===== src/rtl/add_share_sched.sv =====
// add_share_sched: round-robin scheduler sharing one external 8-bit adder slice
// between two requesters, sequencing multi-byte additions byte-serially with
// the carry chained through a register between cycles.
// Optional feature macro: ADDSCHED_SUB_EN (adds req_sub, A-B via ~B and cin=1).
module add_share_sched #(
  parameter int NBYTES = 4,
  localparam int LW = $clog2(NBYTES),
  localparam int W  = 8 * NBYTES
) (
  input  logic              clk,
  input  logic              rst,
  input  logic [1:0]        req_valid,
  output logic [1:0]        req_ready,
  input  logic [2*W-1:0]    req_a,
  input  logic [2*W-1:0]    req_b,
  input  logic [2*LW-1:0]   req_len,
`ifdef ADDSCHED_SUB_EN
  input  logic [1:0]        req_sub,
`endif
  output logic              rsp_valid,
  input  logic              rsp_ready,
  output logic              rsp_id,
  output logic [W-1:0]      rsp_sum,
  output logic              rsp_cout,
  output logic              busy,
  output logic [7:0]        add_a,
  output logic [7:0]        add_b,
  output logic              add_cin,
  input  logic [7:0]        add_sum,
  input  logic              add_cout
);

  typedef enum logic [1:0] {IDLE, RUN, RESP} state_t;

  state_t          state, state_nx;
  logic            lp;
  logic            id_r;
  logic [W-1:0]    a_r, b_r, result;
  logic [LW-1:0]   len_r, idx;
  logic            carry;
  logic            sub_r;
  logic            gnt_id;
  logic [LW-1:0]   len_sel, len_clamp;
  logic            sub_sel;

  // Arbitration: a lone requester wins; on a tie the one not granted last wins.
  always_comb begin
    gnt_id    = req_valid[1];
    if (req_valid == 2'b11) gnt_id = ~lp;
    req_ready = '0;
    if (state == IDLE && |req_valid) req_ready = gnt_id ? 2'b10 : 2'b01;
    len_sel   = req_len[gnt_id*LW +: LW];
    len_clamp = ({1'b0, len_sel} >= (LW+1)'(NBYTES)) ? LW'(NBYTES - 1) : len_sel;
`ifdef ADDSCHED_SUB_EN
    sub_sel   = req_sub[gnt_id];
`else
    sub_sel   = 1'b0;
`endif
  end

  // Next-state logic.
  always_comb begin
    state_nx = state;
    case (state)
      IDLE: if (|req_valid) state_nx = RUN;
      RUN:  if (idx == len_r) state_nx = RESP;
      RESP: if (rsp_ready) state_nx = IDLE;
      default: state_nx = IDLE;
    endcase
  end

  // State register, operand capture and byte-serial result/carry accumulation.
  always_ff @(posedge clk) begin
    if (rst) begin
      state  <= IDLE;
      lp     <= 1'b1;
      id_r   <= 1'b0;
      a_r    <= '0;
      b_r    <= '0;
      len_r  <= '0;
      idx    <= '0;
      carry  <= 1'b0;
      result <= '0;
      sub_r  <= 1'b0;
    end else begin
      state <= state_nx;
      case (state)
        IDLE: if (|req_valid) begin
          a_r    <= req_a[gnt_id*W +: W];
          b_r    <= req_b[gnt_id*W +: W];
          len_r  <= len_clamp;
          sub_r  <= sub_sel;
          id_r   <= gnt_id;
          lp     <= gnt_id;
          idx    <= '0;
          carry  <= 1'b0;
          result <= '0;
        end
        RUN: begin
          result[8*idx +: 8] <= add_sum;
          carry              <= add_cout;
          if (idx != len_r) idx <= idx + LW'(1);
        end
        default: ;
      endcase
    end
  end

  // Adder pins are only driven during RUN; subtraction inverts B and forces cin on byte 0.
  always_comb begin
    add_a   = '0;
    add_b   = '0;
    add_cin = 1'b0;
    if (state == RUN) begin
      add_a   = a_r[8*idx +: 8];
      add_b   = sub_r ? ~b_r[8*idx +: 8] : b_r[8*idx +: 8];
      add_cin = (idx == '0) ? sub_r : carry;
    end
  end

  // Response fields come straight from held registers so they stay stable in RESP.
  always_comb begin
    rsp_valid = (state == RESP);
    rsp_id    = id_r;
    rsp_sum   = result;
    rsp_cout  = carry;
    busy      = (state != IDLE);
  end

endmodule


===== config.mk =====
export PLATFORM = sky130hd
export DESIGN_NAME = add_share_sched
export DESIGN_NICKNAME = d
export VERILOG_FILES = /design/src/rtl/add_share_sched.sv
export SDC_FILE = /design/constraint.sdc
export NUM_CORES = 1
export LEC_CHECK = 0
export BUFFER_PORTS_ARGS = -buffer_cell sky130_fd_sc_hd__buf_2
export CAP_MARGIN = 20
export CORE_MARGIN = 4
export CORE_UTILIZATION = 40
export CTS_CLUSTER_SIZE = 24
export DETAILED_ROUTE_END_ITERATION = 12
export HOLD_SLACK_MARGIN = 0.1
export PLACE_DENSITY = 0.8
export SLEW_MARGIN = 10
export SYNTH_ARGS = -nofsm -noshare
export SYNTH_HDL_FRONTEND = slang
export SYNTH_SLANG_ARGS = --single-unit

===== constraint.sdc =====
create_clock -name clk -period 1.8 [get_ports clk]
set_input_delay 0.45 -clock clk [delete_from_list [all_inputs] [get_ports clk]]
set_output_delay 0.45 -clock clk [all_outputs]
set_load 0.02 [all_outputs]

==> results of run 1 <==
-- worst max-delay path by stage --
stage	startpoint	to	slack, ns	cells past startpoint
2_1_floorplan	idx[1]	rsp_sum[30]	0.02	7
3_3_place_gp	idx[0]	add_a[2]	0.03	4
3_5_place_dp	idx[1]	rsp_sum[12]	0.00003	6
4_1_cts	idx[1]	add_b[6]	-0.34	5
5_1_grt	idx[0]	add_a[0]	-0.35	4
6_report	idx[0]	add_a[0]	-0.29	4
-- state kept, by name, indices dropped and copies added (netlist names) --
register,flops
idx,2
lp,1
a_r,32
rsp_id,1
state,2
b_r,32
len_r,2
rsp_sum,32
rsp_cout,1
-- synthesized netlist by cell type, drive strengths merged (2+ instances only) --
cell	instances
a21oi	2
a22o	24
a31oi	70
and2	16
and3	2
buf	27
clkbuf	32
dfxtp	105
ha	5
inv	14
mux4	16
nand2	4
nand2b	6
nand3	133
nor2	5
nor2b	9
nor3b	3
o2111ai	2
o21a	2
o21ai	69
o2bb2ai	7
xor2	2
-- logic make-up after synthesis --
family | count (synthesis) | share of synthesized area
muxes | 16 | 0.0710
and+or+nand+nor | 183 | 0.199
DFF | 105 | 0.414
adders and majority gates | 5 | 0.0123
xor gates and xnor gates | 2 | 0.00345
AOI/OAI and AO/OA | 181 | 0.237
buffers and inverters | 73 | 0.0627
-- repair_timing --
item	4_1_cts	5_1_grt
gates resized for setup	71	10
pin swaps	13	9
gates cloned	1	0
endpoints found under the setup margin	29	44
buffers inserted	7	4
-- power groups by stage --
stage | registers (mW) | logic, mW | clock network, mW
2_1_floorplan | 2.66 | 0.919 | 0
3_3_place_gp | 2.69 | 1.44 | 0
3_5_place_dp | 2.70 | 1.46 | 0
4_1_cts | 2.64 | 1.55 | 2.18
5_1_grt | 2.66 | 1.71 | 2.28
6_report | 2.65 | 1.58 | 2.15
-- worst max-delay path: cells and delay by family, from the launching register on --
| family | cells | cell delay [ns] |
|---|---|---|
| AND/OR/NAND/NOR | 1 | 0.17 |
| flip-flops | 1 | 0.38 |
| multiplexers | 1 | 0.49 |
| buffers and inverters | 2 | 0.25 |
-- metal layers --
layer,up-vias,track usage
met3,28,0.0734
met1,2499,0.289
met4,0,0.0942
li1,2516,-
met2,305,0.359
met5,-,0
-- per-stage QoR --
step           std cells  hold slack (ns)  total power, mW  setup WS (ns)   util
4_1_cts              927            0.337             6.37         -0.345  0.574
3_3_place_gp         903            0.444             4.13         0.0271  0.523
2_1_floorplan        565            0.469             3.58         0.0208      -
3_5_place_dp         903            0.444             4.15      0.0000323  0.523
6_report             929            0.351             6.38         -0.290  0.576
5_1_grt              929            0.344             6.65         -0.346  0.576
-- cell type report --
type,instances,share of cell area
sequential,105,0.300
inverter,14,0.00836
clock buffer,9,0.0320
timing repair buffer,239,0.221
multi-input combinational,387,0.395
clock inverter,7,0.0144
tap,168,0.0299
==> run_results.csv, run 1 <==
group,metric,value,unit
drt,wl_per_cell,18.3,µm
cells_and_area,final_cell_mix,"buf_2 (181), nand3_1 (133), dfxtp_1 (101)",
clock_network,cts_num_sinks,105,
clock_network,worstSkewPairLatency,0.34,ns
sta,timing.final.crit_share,1.16,
pwr,comb_power_share,0.248,
synth,syn_inst,565,
grt,grt_pass1_wl,26.3,mm
sta,finalSetupViolCount,17,
worst_setup_path,crit_path_end_kind,"output pin",
pwr,switchingPower,1.94,mW
clock_network,cts_buffers,9,
drt,wl_met3,1.80,mm
cells_and_area,seqCellArea,2110,µm²
synth,syn_area,5070,µm²
synth,ys_seq_area_frac,0.414,
floorplan,die_w,121,µm
pwr,sw_frac_of_total,0.304,
cells_and_area,area_delta_synth_final,38.7,%
grt,grt_max_degree,67,
worst_setup_path,r2r_start,"idx[1]",
grt,antenna_found_initial,0,
drt,drtIter0Drc,460,
placement,globalplace.congestion,0.871,
drt,dr.pass1.iters,5,
grt,grt_pass1_vias,5153,
drt,ant_nets,0,
worst_setup_path,crit_chain,"buf_12 > mux4_2 > and2_4 > buf_6",
sta,tns,-4.47,ns
pwr,seqPwrFrac,0.415,
grt,grt_overflow,0,
sta,fin_skew,0.00422,ns
clock_network,root_buffer,"clkbuf_16",
sta,rsz0062_at_grt,"true",
worst_setup_path,cp.arrival,1.64,ns
pwr,peakVddDrop,705,µV
grt,grt.total_usage,0.228,
synth,yosys.area.top_type,"dfxtp_1",
synth,async_reset_ff_frac,0,
worst_setup_path,cp_slowest_cell,"mux4_2",
worst_setup_path,r2r_slack,0.05,ns
worst_setup_path,r2r_end,"rsp_sum[26]",
sta,worst_slack,-0.290,ns
floorplan,initial_core_util,0.415,
pwr,leakage,2.88,nW
worst_setup_path,cp.required,1.35,ns
synth,synth-edff-count,0,
clock_network,clockBufferDepth,2,
min_path,hold_end,"rsp_cout",
worst_setup_path,rr_worst_depth,8,
synth,synth-seq-cells,105,
floorplan,core,12200,µm²
pwr,power.internal,4.44,mW
placement,hpwl,11.9,mm
synth,synth.avg_cell_area,8.98,µm²
clock_network,clk_pin_slew_worst_paths,0.07,ns
floorplan,die_h,121,µm
pwr,p_per_area,907,nW/µm²
min_path,holdCritPathClass,"primary input to flip-flop",
status,status,"finished, violations left",
placement,portBuffers,200,
min_path,min_from,"add_cout",
cells_and_area,fin_area,7030,µm²
floorplan,dieArea,14500,µm²
floorplan,ios,201,
status,failed_checks,"setup timing",
drt,drc_errors,0,
clock_network,cts_tree,"yes",
worst_setup_path,cp_max_fo,6,
sta,finalHoldViolCount,0,
synth,synth_cell_types,40,
sta,worst_pin_slew,0.462,ns
sta,max_slew_margin,0.692,
cells_and_area,nFillCells,1117,
synth,ys.flop_type,"dfxtp_1",
drt,top_layer_used,"met4",
drt,drt-met1-wl,6.81,mm
placement,dpl_cell_area,6390,µm²
synth,yosysTopAreaCellShare,0.414,
drt,drt-total-wl,17.0,mm
sta,fmax,479,MHz
drt,viasPerCell,5.76,
worst_setup_path,cp-start-kind,"flip-flop",
flow_run,maxCapViolations,0,
worst_setup_path,path_class,"flip-flop to output pin",
cells_and_area,drive_gt1_frac,0.413,
synth,ys_warn_count,0,
cells_and_area,layout_commonest_cell,"buf_2",
synth,synth.area.top_cells,"dfxtp_1 (41%), nand3_1 (13%), a31oi_1 (8.1%)",
floorplan,row_count,40,
worst_setup_path,max_stage_delay,0.49,ns
clock_network,cts_hold_buf,0,
cells_and_area,multi_input_comb_area,2780,µm²
clock_network,h-tree-depth,3,
drt,vias,5348,
min_path,min_path_cells,3,
synth,syn-num-nets,716,
pwr,p_clk_frac,0.337,
drt,routed-wl-met2,7.87,mm
sta,maxSlewViolCount,0,
cells_and_area,fin_nets,907,
sta,finalCriticalPeriod,2.09,ns
cells_and_area,diodes,0,
(Power assumes the default switching activity.)
==> run 2, diff against run 1 <==
- CAP_MARGIN: 20 -> 25
- PLACE_DENSITY: 0.8 -> 0.77
- clock period: 1.8 -> 2.2 ns (I/O delays scaled with it)
==> run 2 against run 1 <==
Compared with the run above: the run now ends clean; final area shrank 4.0%; register-to-register slack better by 0.21 ns; hold slack better by 0.096 ns; clock power shrank 26%; core utilization decreased by 2.3 points; first-iteration DRC count fell by 0.43%; die area unchanged; worst setup slack better by 0.29 ns; critical path type unchanged; largest cell class unchanged; largest power group unchanged.
==> run_results.csv, run 2 (same netlist as run 1, synthesis figures left out) <==
group,metric,value,unit
sta,maxSlewViolCount,0,
clock_network,clockBufferDepth,2,
worst_setup_path,cp_top_family,"multiplexers",
floorplan,die_w,121,µm
clock_network,cts_tree,"yes",
worst_setup_path,endpoint,"add_a[4]",
sta,worst_pin_slew,0.642,ns
worst_setup_path,cp-start-kind,"flip-flop",
sta,timing.final.crit_share,0.999,
floorplan,initial_core_util,0.415,
drt,ant_nets,0,
clock_network,clk_pin_slew_worst_paths,0.08,ns
floorplan,core,12200,µm²
cells_and_area,nFillCells,1118,
drt,wl_per_cell,18.1,µm
floorplan,die_h,121,µm
placement,globalplace.congestion,0.900,
clock_network,worstSkewPairLatency,0.35,ns
drt,drt-total-wl,16.5,mm
clock_network,root_buffer,"clkbuf_16",
pwr,peakVddDrop,379,µV
clock_network,cts_num_sinks,105,
sta,rsz0062_at_grt,"true",
worst_setup_path,path_buf_inv,2,
sta,finalSetupViolCount,0,
sta,fin_skew,0.00981,ns
cells_and_area,diodes,0,
worst_setup_path,max_stage_delay,0.50,ns
clock_network,cts_buffers,9,
worst_setup_path,r2r_start,"idx[0]",
cells_and_area,area_delta_synth_final,33.1,%
worst_setup_path,r2r_end,"rsp_sum[30]",
grt,antenna_found_initial,0,
status,status,"finished clean",
sta,finalHoldViolCount,0,
sta,finalCriticalPeriod,2.20,ns
grt,grt_pass1_wl,25.9,mm
pwr,p_per_area,734,nW/µm²
pwr,p_total,4.95,mW
worst_setup_path,r2r_slack,0.26,ns
floorplan,dieArea,14500,µm²
cells_and_area,drive_gt1_frac,0.390,
cells_and_area,layout_commonest_cell,"buf_2",
worst_setup_path,cp.arrival,1.65,ns
min_path,holdCritPathClass,"primary input to flip-flop",
drt,drtIter0Drc,458,
worst_setup_path,rr_worst_depth,7,
cells_and_area,final_cell_mix,"buf_2 (183), nand3_1 (133), dfxtp_1 (102)",
placement,hpwl,11.5,mm
drt,dr.pass1.iters,5,
flow_run,maxCapViolations,0,
worst_setup_path,path_class,"flip-flop to output pin",
drt,drc_errors,0,
cells_and_area,utilization,0.553,
grt,grt_overflow,0,
sta,fmax,455,MHz
cells_and_area,fin_nets,890,
worst_setup_path,cp_slowest_cell,"mux4_2",
placement,portBuffers,200,
grt,grt.total_usage,0.222,
floorplan,ios,201,
sta,max_slew_margin,0.572,
worst_setup_path,cp.required,1.65,ns
worst_setup_path,cp_max_fo,7,
worst_setup_path,crit_path_end_kind,"output pin",
drt,viasPerCell,5.81,
grt,grt_max_degree,67,
worst_setup_path,startpoint,"idx[0]",
clock_network,h-tree-depth,3,
floorplan,row_count,40,
drt,vias,5299,
worst_setup_path,worst-path-stages,4,
grt,grt_pass1_vias,4948,
pwr,leakage,2.75,nW
worst_setup_path,crit_chain,"buf_8 > mux4_2 > and2_4 > buf_6",
-- run 2: layout make-up --
class                   instances  area [µm²]  share of cell area
inverters                      14        52.6             0.00778
flip-flops and latches        105        2110               0.312
well taps                     168         210              0.0311
clock inverters                 7        70.1              0.0104
multi-input cells             387        2730               0.404
repair buffers                222        1360               0.201
clock buffers                   9         225              0.0334
-- run 2: where the power goes --
group / switching, mW / internal [mW]
Combinational: 0.697 / 0.493
Clock: 0.793 / 0.799
Sequential: 0.110 / 2.06
-- run 2: per-layer routing --
metal  track usage  part of all wire
met4        0.0708             0.021
met5             0                 0
met2         0.341              0.46
met1         0.304              0.41
met3        0.0613              0.11
-- run 2: repair_timing --
action | 4_1_cts | 5_1_grt
pin swaps | 7 | 8
setup endpoints to repair | 17 | 17
buffers inserted | 4 | 0
hold buffers | 0 | 0
gates resized for setup | 35 | 26
-- run 2: per-stage QoR --
step | worst slack, ns | instance area, µm² | hold WS [ns] | instances | setup TNS (ns)
after floorplan | 0.0535 | 5070 | 0.469 | 565 | 0
after global placement | 0.260 | 6240 | 0.453 | 892 | 0
after detailed placement | 0.249 | 6240 | 0.456 | 892 | 0
after CTS | -0.0313 | 6670 | 0.433 | 912 | -0.194
after global routing | -0.0632 | 6750 | 0.444 | 912 | -0.666
final | 0.00188 | 6750 | 0.447 | 912 | 0
-- run 2: worst register-to-register path, stage by stage, from the launching register on --
cell,delay (ns)
dfxtp_2,0.36
buf_8,0.15
buf_4,0.13
buf_4,0.12
buf_4,0.13
nor4bb_1,0.35
nand3b_1,0.31
a2bb2o_1,0.34
-- run 2: worst min-delay path by stage --
stage / slack, ns / cells after the start / to / startpoint
2_1_floorplan: 0.47 / 2 / a_r[21] / a_r[21]
3_3_place_gp: 0.45 / 1 / rsp_sum[18] / rsp_sum[18]
3_5_place_dp: 0.46 / 1 / rsp_sum[7] / rsp_sum[7]
4_1_cts: 0.43 / 3 / rsp_cout / add_cout
5_1_grt: 0.44 / 3 / rsp_cout / add_cout
6_report: 0.45 / 3 / rsp_cout / add_cout
